`config.mk`:
```
export PLATFORM = sky130hd
export DESIGN_NAME = id_scoreboard_regfile
export DESIGN_NICKNAME = d
export VERILOG_FILES = /design/src/rtl/id_scoreboard_regfile.sv
export SDC_FILE = /design/constraint.sdc
export NUM_CORES = 1
export LEC_CHECK = 0
export BUFFER_PORTS_ARGS = -buffer_cell sky130_fd_sc_hd__clkbuf_2
export CORE_MARGIN = 3
export CORE_UTILIZATION = 35
export DETAILED_ROUTE_END_ITERATION = 10
export PLACE_DENSITY = 0.47
export SLEW_MARGIN = 20
export SYNTH_ARGS = -nofsm -noshare
export SYNTH_HDL_FRONTEND = slang
export SYNTH_SLANG_ARGS = --single-unit
```
`constraint.sdc`:
```
create_clock -name clk -period 50.3 [get_ports clk]
set_clock_uncertainty 0.1 [all_clocks]
set_input_delay 12.575 -clock clk [delete_from_list [all_inputs] [get_ports clk]]
set_output_delay 12.575 -clock clk [all_outputs]
set_load 0.1 [all_outputs]
```
`src/rtl/id_scoreboard_regfile.sv`:
```
// ID-stage register file with per-register pending-write counters and issue-stall logic.
// Define REGFILE_BYPASS_EN to forward write-back data to the read ports in the same cycle.
module id_scoreboard_regfile #(
   parameter int DATA_W = 32,
   parameter int ADDR_W = 4,
   parameter int NUM_RD = 2,
   parameter int CNT_W  = 2
) (
   input  logic                       clk,
   input  logic                       rst,
   input  logic [NUM_RD*ADDR_W-1:0]   rd_addr,
   input  logic [NUM_RD-1:0]          rd_use,
   output logic [NUM_RD*DATA_W-1:0]   rd_data,
   input  logic                       issue_valid,
   input  logic                       issue_wb_en,
   input  logic [ADDR_W-1:0]          issue_dest,
   output logic                       stall,
   input  logic                       wb_en,
   input  logic [ADDR_W-1:0]          wb_dest,
   input  logic [DATA_W-1:0]          wb_data,
   output logic [(2**ADDR_W)-1:0]     busy_vec,
   output logic                       err_underflow
);

   localparam int NUM_REGS = 2**ADDR_W;
   localparam logic [CNT_W-1:0] CNT_MAX = '1;

   logic [DATA_W-1:0] regs_q [NUM_REGS];
   logic [DATA_W-1:0] regs_d [NUM_REGS];
   logic [CNT_W-1:0]  cnt_q  [NUM_REGS];
   logic [CNT_W-1:0]  cnt_d  [NUM_REGS];
   logic              err_q;
   logic              err_d;

   logic [ADDR_W-1:0]   port_addr [NUM_RD];
   logic [NUM_RD-1:0]   resolved;
   logic [NUM_RD-1:0]   raw_hazard;
   logic                sat_hazard;
   logic                issue_fire;
   logic [NUM_REGS-1:0] inc_vec;
   logic [NUM_REGS-1:0] dec_vec;

   for (genvar i = 0; i < NUM_RD; i++) begin : g_port
      assign port_addr[i] = rd_addr[i*ADDR_W +: ADDR_W];
`ifdef REGFILE_BYPASS_EN
      logic port_hit;
      assign port_hit = wb_en & (wb_dest == port_addr[i]);
      assign rd_data[i*DATA_W +: DATA_W] = port_hit ? wb_data : regs_q[port_addr[i]];
      // The final outstanding write arriving now is forwarded, so the consumer may issue.
      assign resolved[i] = port_hit & (cnt_q[port_addr[i]] == CNT_W'(1));
`else
      assign rd_data[i*DATA_W +: DATA_W] = regs_q[port_addr[i]];
      assign resolved[i] = 1'b0;
`endif
      assign raw_hazard[i] = issue_valid & rd_use[i] &
                             (cnt_q[port_addr[i]] != '0) & ~resolved[i];
   end

   // A write-back to the same destination frees a slot, so a full counter need not block.
   assign sat_hazard = issue_valid & issue_wb_en & (cnt_q[issue_dest] == CNT_MAX) &
                       ~(wb_en & (wb_dest == issue_dest));
   assign stall      = (|raw_hazard) | sat_hazard;
   assign issue_fire = issue_valid & ~stall;

   for (genvar r = 0; r < NUM_REGS; r++) begin : g_reg
      assign inc_vec[r]  = issue_fire & issue_wb_en & (issue_dest == ADDR_W'(r));
      assign dec_vec[r]  = wb_en & (wb_dest == ADDR_W'(r));
      assign busy_vec[r] = |cnt_q[r];
   end

   always_comb begin
      err_d = err_q;
      for (int r = 0; r < NUM_REGS; r++) begin
         regs_d[r] = regs_q[r];
         cnt_d[r]  = cnt_q[r];
         if (dec_vec[r]) begin
            regs_d[r] = wb_data;
         end
         case ({inc_vec[r], dec_vec[r]})
            2'b10: cnt_d[r] = cnt_q[r] + CNT_W'(1);
            2'b01: begin
               if (cnt_q[r] != '0) begin
                  cnt_d[r] = cnt_q[r] - CNT_W'(1);
               end else begin
                  err_d = 1'b1;
               end
            end
            default: cnt_d[r] = cnt_q[r];
         endcase
      end
   end

   always_ff @(posedge clk or posedge rst) begin
      if (rst) begin
         for (int r = 0; r < NUM_REGS; r++) begin
            regs_q[r] <= '0;
            cnt_q[r]  <= '0;
         end
         err_q <= 1'b0;
      end else begin
         regs_q <= regs_d;
         cnt_q  <= cnt_d;
         err_q  <= err_d;
      end
   end

   assign err_underflow = err_q;

endmodule

```
Yosys cells after proc, flatten, opt, wreduce, memory -nomap -nowiden

Index checks and enable logic that the tools add are counted.

Bits in registers: 545
Latch bits: 0
Memory bits (writable): 0
Bits in read-only memories: 0
Output and inout port bits: 82
Word-level logic and storage cells: 344
Memories: 0

Add/subtract/negate cells: 32
$mul: 0
Divide/modulo/power cells: 0
$lt $le $gt $ge: 3
Equal/unequal tests: 80
Shift-type cells: 0
Multiplexer cells: 79
Bitwise logic cells: 48
Reductions and logical operators: 69

Operators by type and width:

| cell                  | number |
|---|---|
| $bmux W32 S4          | 2 |
| $mux W32              | 4 |
| $reduce_bool A2 Y1    | 34 |
| $eq A4 B4 Y1 const B  | 16 |
| $pmux W2 S2           | 16 |
| $mux W2               | 22 |
| $and A1 B1 Y1         | 42 |
| $eq A2 B2 Y1 const B  | 17 |
| $reduce_or A2 Y1      | 17 |
| $add A2 B1 Y2 const B | 16 |
| $eq A2 B1 Y1 const B  | 16 |
| $eq A4 B3 Y1 const B  | 8 |
| $mux W1               | 32 |
| $ne A2 B2 Y1 const B  | 16 |
| $reduce_and A2 Y1     | 16 |
| $sub A2 B1 Y2 const B | 16 |
| $bmux W2 S4           | 3 |
| $eq A4 B2 Y1 const B  | 4 |
| $ge A5 B5 Y1 const B  | 3 |
| $not A4 Y5            | 3 |
| $eq A4 B1 Y1 const B  | 2 |
| $logic_not A4 Y1      | 2 |
| $eq A4 B4 Y1          | 1 |
| $not A1 Y1            | 2 |
| $or A1 B1 Y1          | 1 |

Longest topological paths before layout

Gate-level depths: netlist of run 1.

Depth in word-level cells: 44
Mapped depth: 12
Gate-level depth less buffers: 9

Least setup slack after synthesis of run 1

OpenSTA, ideal clock, no wires.

Path kind: input to output
Start point: in issue_dest[3]
End point: out stall
Data arrival time: 16.206 ns
Slack: 21.419 ns
Cell stages on the path: 8
Cells stage by stage: clkbuf_1 nor2b_1 a22o_1 or4_1 o22ai_1 o41ai_2 buf_2 o21ai_0

Word-level cells in the longest chain between the ends: 8

RTL lines:

| what                                       | RTL line | text |
|---|---|---|
| start, declared                            | 16       | `input logic [ADDR_W-1:0] issue_dest,` |
| $not A4 Y5 (implied by the code)           | 60       | `assign sat_hazard = issue_valid & issue_wb_en & (cnt_q[issue_dest] == CNT_MAX) &` |
| $bmux W2 S4                                | 60       |  |
| $mux W2 (implied by the code) (2 in a row) | 60       |  |
| $eq A2 B2 Y1                               | 60       |  |
| $and A1 B1 Y1                              | 60       |  |
| $and A1 B1 Y1 (*)                          | 60       |  |
| $or A1 B1 Y1 (*)                           | 62       | `assign stall = (\|raw_hazard) \| sat_hazard;` |
| end, declared                              | 17       | `output logic stall,` |

Every way passes the cells marked *; elsewhere a longest branch is shown, timed or not. The select of a mux whose other input is x is not followed.

Worst setup path after layout of run 1

Start point: in rd_addr[5]
End point: out rd_data[59]

Word-level cells in the longest chain between the ends: 4

RTL lines:

| what                                        | RTL line | text |
|---|---|---|
| start, declared                             | 11       | `input logic [NUM_RD*ADDR_W-1:0] rd_addr,` |
| $not A4 Y5 (implied by the code)            | 52       | `assign rd_data[i*DATA_W +: DATA_W] = regs_q[port_addr[i]];` |
| $bmux W32 S4                                | 52       |  |
| $mux W32 (implied by the code) (2 in a row) | 52       |  |
| end, declared                               | 13       | `output logic [NUM_RD*DATA_W-1:0] rd_data,` |

No other way between the ends. The select of a mux whose other input is x is not followed.

==> out/results.txt, run 1 <==
Routed WL = 89300 um
Die Wd = 295 um
sum of negative setup slack = 0 ns
Area growth syn-to-layout = 13.5%
Post-Place Cells = 3049
Initial Util = 35.5%
root buf cell = clkbuf_16
First-pass DRT Iterations = 5
Slew headroom = 29.9%
CTS tree = yes
H-tree depth = 3
layout cell share with drive strength beyond 1 = 51.3%
Setup crit start kind = input port
hold_sp = regs_q[464]
die area = 87000 sq um
Final Non-Filler Cells = 3170
max frequency = 34.8 MHz
setup repair bufs after CTS = 0
Reg2Reg Depth = 9
All-Layer GR Usage = 21.0%
num rows = 105
Clock Latency Late Sink = 0.60 ns
Final Cycle Share = 57.2%
RSZ-0062 raised after global routing = no
CTS max path bufs = 3
LEAKAGE = 0.0138 uW
WS Path Type = input port to primary output
wire per inst = 28.2 um
DRC Markers = 0
final hold violations = 0
HP Class = flip-flop to flip-flop
hold depth = 2
vias = 18425
top cell type by total area after synthesis = dfrtp_1
endpoint class of the critical path = primary output
sequential share of the synthesized area = 46.7%
Hold Path End = regs_q[464]
CTS Buf Count = 67
initial antenna violation count = 4
boundary pin count = 137
Die Y = 295 um
Final nets = 2103
status = finished, final reports clean
Crit Reg-Reg Startpoint = cnt_q[16]
Main synth FF type = dfrtp_1
R2R setup slack = 46.70 ns
Req. time, crit path = 37.62 ns
synthesized area per cell = 14.7 sq um
core area = 82400 sq um
synth unique cells = 62
CTS Hold Bufs = 0
Fill cells = 7527
Yosys reg bits = 545
post-synthesis async set-or-reset flop share = 100%
Tmin final = 28.76 ns
PortBufs = 136
first-pass GRT wire length = 135000 um
register clock-pin slew on the reported worst setup and hold paths = 0.05 ns
vias in the first global route = 19772
HPWL after DPL = 50100 um
Slew Limit Fails = 0
Ys Warns = 0
Yosys top cell area share = 46.7%
total grt overflow = 0
max-cap viol count = 0
Finished Core Util = 40.2%
Via-to-Cell Ratio = 5.81
Slew @ Worst Pin = 1.05 ns
FF-to-FF End = err_underflow
routability congestion estimate = 0.808
post-cts gate resize count = 0
Area contributors post-synth = dfrtp_1 47%, mux4_2 25%, mux2_2 17%
largest net degree at the start of global routing = 155
count leader, synth = dfrtp_1
number of synthesized flops with an enable pin = 0
maximum vdd drop = 0.0240 mV
Post-Syn Area = 29200 sq um
final setup vio count = 0
most frequent cells after synthesis = 545 x dfrtp_1, 449 x mux2_2, 329 x mux4_2
clk sink count = 545
DRT iter0 DRCs = 1226
crit path DAT = 16.08 ns
Final ANT Viol Nets = 0
Worst Path Max Fanout = 50
P per Cell Area = 47.1 nW/um^2
final hold slack = 0.396 ns
Synth Instances = 1984
Post-Syn Nets = 2039
-- per-stage QoR --
stage / setup WS (ns) / power [uW] / cell area, sq um
final: 21.54 / 1560 / 33100
after global routing: 21.43 / 1640 / 33100
after CTS: 21.52 / 1580 / 33100
after detailed placement: 21.51 / 1090 / 31000
after global placement: 21.54 / 1080 / 31000
after floorplan: 21.42 / 991 / 29200
-- registers in the layout, indices dropped and copies added (netlist names) --
signal         count
regs_q           512
cnt_q             32
err_underflow      1
-- layer usage --
layer,vias to the layer above,part of all wire [%],GRT usage [%]
met5,-,0.019,0
met2,434,49,35.0
met3,114,4.6,3.07
li1,7715,-,-
met4,2,2.0,5.20
met1,10160,44,29.1
-- worst max-delay path, cell delays in order --
cell,delay (ns)
buf_6,0.38
buf_4,0.76
buf_4,0.79
mux4_2,0.60
mux4_2,0.51
clkbuf_2,0.40
-- worst max-delay path by stage --
stage | start | end | slack (ns)
floorplan | issue_dest[3] | stall | 21.42
global placement | rd_addr[5] | rd_data[59] | 21.54
detailed placement | rd_addr[5] | rd_data[59] | 21.51
CTS | rd_addr[5] | rd_data[59] | 21.52
global route | rd_addr[5] | rd_data[59] | 21.43
finish | rd_addr[5] | rd_data[59] | 21.54
-- where the power goes --
| part | switching, uW | internal, uW |
|---|---|---|
| sequential | 76.3 | 541 |
| combinational | 265 | 200 |
| clock | 194 | 285 |
-- cell families (layout without fill, tap and decap cells) --
family,after synthesis,after routing,synth area share (%)
other,0,3,0
AO/OA/AOI/OAI,95,95,2.34
XOR/XNOR,8,8,0.240
buffers and inverters,203,316,2.69
flip-flops,545,545,46.7
AND/OR/NAND/NOR,347,347,5.11
multiplexers,786,786,42.9
-- layout by cell type, fill, tap and decap left out, types with 4 or more instances in the layout --
| cell type | count |
|---|---|
| nor2b_1 | 7 |
| nand2_1 | 217 |
| clkbuf_2 | 128 |
| a22oi_1 | 5 |
| o21ai_0 | 23 |
| o31ai_1 | 4 |
| inv_1 | 27 |
| buf_4 | 32 |
| nand3_1 | 14 |
| nor4_1 | 5 |
| xor2_1 | 6 |
| o2bb2ai_1 | 4 |
| o21a_1 | 4 |
| mux2i_1 | 8 |
| o211ai_1 | 4 |
| buf_6 | 5 |
| nand2_2 | 6 |
| mux4_2 | 329 |
| a21boi_0 | 5 |
| clkinv_2 | 9 |
| clkbuf_1 | 20 |
| dfrtp_1 | 545 |
| nand2b_1 | 9 |
| nor3_1 | 9 |
| a31oi_1 | 6 |
| clkbuf_16 | 70 |
| mux2_2 | 449 |
| nand3b_1 | 9 |
| a21oi_1 | 12 |
| nor2_4 | 7 |
| nor2_1 | 40 |
| clkbuf_8 | 13 |
-- layout make-up --
type,count,area [sq um],area share [%]
Multi-Input combinational cell,1236,14900,44.9
Sequential cell,545,13600,41.1
Clock buffer,103,2010,6.05
Tap cell,1070,1340,4.04
Timing Repair Buffer,170,997,3.01
Clock inverter,15,163,0.491
Inverter,28,113,0.340
Antenna cell,3,7.51,0.0226
No activity file was read; power rests on OpenSTA's default activity.
==> run 2, diff against run 1 <==
Clock period 50.3 ns to 30.1 ns, I/O delays scaled along.
==> out/results.txt, run 2 (synthesized netlist as in run 1, its figures left out) <==
Initial Util = 35.5% (unchanged)
P_sw = 908 uW (+70%)
most common cell after layout, fill and taps aside = dfrtp_1
Setup crit start kind = input port
P_int = 1750 uW (+70%)
RSZ-0062 raised after global routing = no
crit path DAT = 10.99 ns (-5.09 ns)
CTS Hold Bufs = 0 (unchanged)
M1 wire length = 39400 um (-0.58%)
worst slack at placement = 11.43 ns (-10.08 ns)
switching share of total power = 34.2% (-0.088 points)
LEAKAGE = 0.0139 uW (+0.74%)
HPWL after DPL = 50300 um (+0.52%)
met2 wire len = 43400 um (-0.76%)
Slew Limit Fails = 0 (unchanged)
Req. time, crit path = 22.48 ns (-15.14 ns)
Hold Path End = regs_q[448]
Slew @ Worst Pin = 1.05 ns (+0.00313 ns)
clk sink count = 545 (unchanged)
Via-to-Cell Ratio = 5.84 (+0.45%)
CTS tree = yes
HP Class = flip-flop to flip-flop
num rows = 105 (unchanged)
Final Cycle Share = 61.8%
vias = 18555 (+0.71%)
boundary pin count = 137 (unchanged)
Highest Signal Layer = met5
FF-to-FF End = err_underflow
Reg with most FFs = regs_q
Routed WL = 89600 um (+0.36%)
DRT iter0 DRCs = 1273 (+3.8%)
maximum vdd drop = 0.0479 mV (+100%)
CTS Buf Count = 69 (+3.0%)
Die Y = 295 um (unchanged)
root buf cell = clkbuf_16
combinational power share = 29.2% (-0.6 points)
First-pass DRT Iterations = 5 (unchanged)
Reg2Reg Depth = 9 (unchanged)
status = finished, final reports clean
Tmin final = 18.61 ns
Slew headroom = 29.7% (-0.21 points)
R2R setup slack = 26.54 ns (-20.16 ns)
PortBufs = 136 (unchanged)
P per Cell Area = 79.7 nW/um^2 (+69%)
most frequent cells in the layout = 545 x dfrtp_1, 449 x mux2_2, 329 x mux4_2
layout cell share with drive strength beyond 1 = 52.1% (+0.76 points)
final worst slack = 11.49 ns (-10.05 ns)
Finished Core Util = 40.5% (+0.23 points)
Flop pwr share = 38.8% (-0.7 points)
Worst Path Max Fanout = 50 (unchanged)
Die Wd = 295 um (unchanged)
die area = 87000 sq um (unchanged)
first-pass GRT wire length = 134000 um (-0.57%)
WL met3 = 4330 um (+5.3%)
CTS max path bufs = 3 (unchanged)
DRC Markers = 0 (unchanged)
Final nets = 2106 (+0.14%)
design area = 33300 sq um (+0.56%)
wire per inst = 28.2 um (+0.11%)
Post-DP Area = 31000 sq um (unchanged)
Clock Latency Late Sink = 0.61 ns (about the same)
Final ANT Viol Nets = 0 (unchanged)
endpoint class of the critical path = primary output
routability congestion estimate = 0.808 (about the same)
setup repair bufs after CTS = 0 (unchanged)
post-cts gate resize count = 0 (unchanged)
register clock-pin slew on the reported worst setup and hold paths = 0.06 ns (about the same)
vias in the first global route = 19633 (-0.70%)
core area = 82400 sq um (unchanged)
largest net degree at the start of global routing = 155 (unchanged)
final hold violations = 0 (unchanged)
hold_sp = regs_q[448]
max frequency = 53.7 MHz
total grt overflow = 0 (unchanged)
H-tree depth = 3 (unchanged)
Area growth syn-to-layout = 14.1%
max-cap viol count = 0 (unchanged)
Clock Power Share = 31.9% (+1.2 points)
Crit Reg-Reg Startpoint = cnt_q[2]
final setup vio count = 0 (unchanged)
sum of negative setup slack = 0 ns (unchanged)
initial antenna violation count = 4 (unchanged)
All-Layer GR Usage = 21.0% (about the same)
hold depth = 2 (unchanged)
Largest register FFs = 512 (unchanged)
Fill cells = 7495 (-0.43%)
WS Path Type = input port to primary output
[run 2: critical path: stages]
cell and delay [ns]:
buf_6 0.37, buf_4 0.75, buf_4 0.81, mux4_2 0.59, mux4_2 0.51, clkbuf_2 0.40
[run 2: worst max-delay path by stage]
stage | from | endpoint | slack, ns
2_1_floorplan | rst | cnt_q[0] | 7.24
3_3_place_gp | rd_addr[5] | rd_data[59] | 11.45
3_5_place_dp | rd_addr[5] | rd_data[61] | 11.43
4_1_cts | rd_addr[5] | rd_data[61] | 11.44
5_1_grt | rd_addr[5] | rd_data[61] | 11.34
6_report | rd_addr[5] | rd_data[61] | 11.49
[run 2: layer usage]
metal | track usage [%] | vias up
met1 | 29.0 | 10226
met4 | 6.52 | 2
met5 | 0 | -
li1 | - | 7725
met2 | 34.2 | 461
met3 | 3.51 | 141
[run 2: cell type report]
cell class	count	area [sq um]	share of cell area (%)
Tap cell	1070	1340	4.02
Inverter	28	113	0.338
Sequential cell	545	13600	40.9
Clock inverter	29	287	0.860
Clock buffer	96	2040	6.12
Multi-Input combinational cell	1236	14900	44.7
Antenna cell	3	7.51	0.0225
Timing Repair Buffer	171	1020	3.07
[run 2: metrics by stage]
| step | hold slack [ns] | cells | total power (uW) |
|---|---|---|---|
| 6_report | 0.397 | 3178 | 2660 |
| 5_1_grt | 0.423 | 3176 | 2780 |
| 4_1_cts | 0.399 | 3174 | 2690 |
| 3_5_place_dp | 0.384 | 3049 | 1830 |
| 3_3_place_gp | 0.372 | 3049 | 1800 |
| 2_1_floorplan | 0.358 | 1984 | 1660 |
[run 2: power by group through the flow]
stage | Sequential, uW | Combinational (uW) | Clock, uW
final | 1030 | 776 | 848
after detailed placement | 1040 | 785 | 0
after global placement | 1030 | 773 | 0
after floorplan | 998 | 658 | 0
after CTS | 1030 | 786 | 873
after global routing | 1060 | 824 | 903
==> run 3, diff against run 2 <==
Clock period 30.1 ns to 19.1 ns, I/O delays scaled along.
==> out/results.txt, run 3 (synthesized netlist as in run 1, its figures left out) <==
WS Path Type = input port to primary output
hold_sp = regs_q[346]
Routed WL = 88900 um (-0.77%)
worst slack at placement = 6.19 ns (-5.24 ns)
CP Cell Sequence = buf_6 > buf_4 > mux4_2 > mux4_2 > clkbuf_2
Slew @ Worst Pin = 1.09 ns (+0.0323 ns)
die area = 87000 sq um (unchanged)
CTS Hold Bufs = 0 (unchanged)
final hold violations = 0 (unchanged)
Slew headroom = 27.4% (-2.3 points)
crit path DAT = 8.03 ns (-2.96 ns)
max-cap viol count = 0 (unchanged)
root buf cell = clkbuf_16
post-cts gate resize count = 0 (unchanged)
Levels on crit path = 5 (-1)
PortBufs = 136 (unchanged)
Via-to-Cell Ratio = 5.81 (-0.57%)
max frequency = 77.5 MHz
family with the most delay on the worst path = buffers and inverters
largest net degree at the start of global routing = 176 (+14%)
Fill cells = 7592 (+1.3%)
FF-to-FF End = err_underflow
area of the multi-input gates = 14900 sq um (unchanged)
register clock-pin slew on the reported worst setup and hold paths = 0.05 ns (about the same)
All-Layer GR Usage = 20.9% (-0.11 points)
vias = 18438 (-0.63%)
CTS Buf Count = 69 (unchanged)
Die Y = 295 um (unchanged)
max incr delay on CP = 0.95 ns (+0.14 ns)
Clock Latency Late Sink = 0.61 ns (about the same)
hold depth = 2 (unchanged)
Largest register FFs = 512 (unchanged)
Final ANT Viol Nets = 0 (unchanged)
final worst slack = 6.19 ns (-5.29 ns)
CP max stage cell = buf_4
register area = 13600 sq um (unchanged)
maximum vdd drop = 0.0640 mV (+33%)
Reg2Reg Depth = 9 (unchanged)
DRT iter0 DRCs = 1609 (+26%)
Area growth syn-to-layout = 13.9%
RSZ-0062 raised after global routing = no
R2R setup slack = 15.41 ns (-11.13 ns)
Tmin final = 12.91 ns
CTS max path bufs = 3 (unchanged)
first-pass GRT wire length = 134000 um (-0.53%)
HPWL after DPL = 50000 um (-0.75%)
setup repair bufs after CTS = 0 (unchanged)
boundary pin count = 137 (unchanged)
Slew Limit Fails = 0 (unchanged)
Hold Path End = regs_q[346]
Crit Reg-Reg Startpoint = cnt_q[17]
Setup crit start kind = input port
sum of negative setup slack = 0 ns (unchanged)
Reg with most FFs = regs_q
Clock Power Share = 31.5% (-0.4 points)
status = finished, final reports clean
switching share of total power = 34.1% (-0.12 points)
Final Cycle Share = 67.6%
WP buf/inv = 3 (-1)
final setup vio count = 0 (unchanged)
P per Cell Area = 125 nW/um^2 (+57%)
Finished Core Util = 40.4% (-0.071 points)
P_int = 2740 uW (+57%)
CP Launch Point = rd_addr[1]
Req. time, crit path = 14.23 ns (-8.25 ns)
initial antenna violation count = 6 (+2)
most frequent cells in the layout = 545 x dfrtp_1, 449 x mux2_2, 329 x mux4_2
total grt overflow = 0 (unchanged)
H-tree depth = 3 (unchanged)
HP Class = flip-flop to flip-flop
vias in the first global route = 19419 (-1.1%)
endpoint class of the critical path = primary output
combinational power share = 29.4% (+0.2 points)
core area = 82400 sq um (unchanged)
P_sw = 1420 uW (+56%)
Initial Util = 35.5% (unchanged)
First-pass DRT Iterations = 5 (unchanged)
LEAKAGE = 0.0139 uW (-0.19%)
clk sink count = 545 (unchanged)
routability congestion estimate = 0.821 (+1.6%)
wire per inst = 28.0 um (-0.70%)
Worst Path Max Fanout = 68 (+36%)
layout cell share with drive strength beyond 1 = 51.9% (-0.19 points)
num rows = 105 (unchanged)
DRC Markers = 0 (unchanged)
Final nets = 2109 (+0.14%)
final hold slack = 0.386 ns (-0.0111 ns)
Flop pwr share = 39.1% (+0.3 points)
CTS tree = yes
most common cell after layout, fill and taps aside = dfrtp_1
Die Wd = 295 um (unchanged)
most used cell, CP = mux4_2
-- run 3: changes by cell type in the layout (fill, tap and decap cells not counted), moves of 2 or more --
cell       change
clkinv_4       -2
buf_4          +5
clkbuf_16      -2
buf_6          -2
clkbuf_8       -2
clkbuf_1       +3
clkinv_2       -2
-- run 3: routing by layer --
layer | share of wire, % | track usage (%) | routed length (um) | vias to the layer above
li1 | - | - | - | 7722
met1 | 45 | 29.5 | 40000 | 10075
met2 | 47 | 33.5 | 42100 | 494
met3 | 5.2 | 3.50 | 4650 | 141
met4 | 2.3 | 5.92 | 2060 | 6
met5 | 0.042 | 0 | 37 | -
-- run 3: how the worst max path moves through the flow --
stage / endpoint / slack, ns
finish: rd_data[30] / 6.19
global route: rd_data[30] / 6.10
CTS: rd_data[29] / 6.19
detailed placement: rd_data[29] / 6.19
global placement: rd_data[29] / 6.21
floorplan: stall / 5.82
-- run 3: area by class of cell --
cell class	instances	area share, %
flip-flops and latches	545	41.0
multi-input cells	1236	44.7
repair buffers	174	3.12
clock buffers	95	5.93
clock inverters	25	0.850
inverters	28	0.327
diodes	3	0.0226
well taps	1070	4.02
-- run 3: worst min-delay path: cells and delay by family (launching register included) --
family | cells | cell delay (ns)
simple gates | 2 | 0.10
flops | 1 | 0.35
-- run 3: power by group through the flow --
stage / logic (uW) / registers [uW] / clock network [uW]
floorplan: 1040 / 1570 / 0
global placement: 1210 / 1630 / 0
detailed placement: 1230 / 1640 / 0
CTS: 1230 / 1620 / 1350
global route: 1290 / 1660 / 1400
finish: 1220 / 1630 / 1310
-- run 3: through the flow --
| step | cells | total power (uW) | instance area, sq um |
|---|---|---|---|
| floorplan | 1984 | 2610 | 29200 |
| global placement | 3052 | 2840 | 31000 |
| detailed placement | 3052 | 2870 | 31000 |
| CTS | 3172 | 4210 | 33200 |
| global route | 3174 | 4360 | 33300 |
| finish | 3176 | 4160 | 33300 |
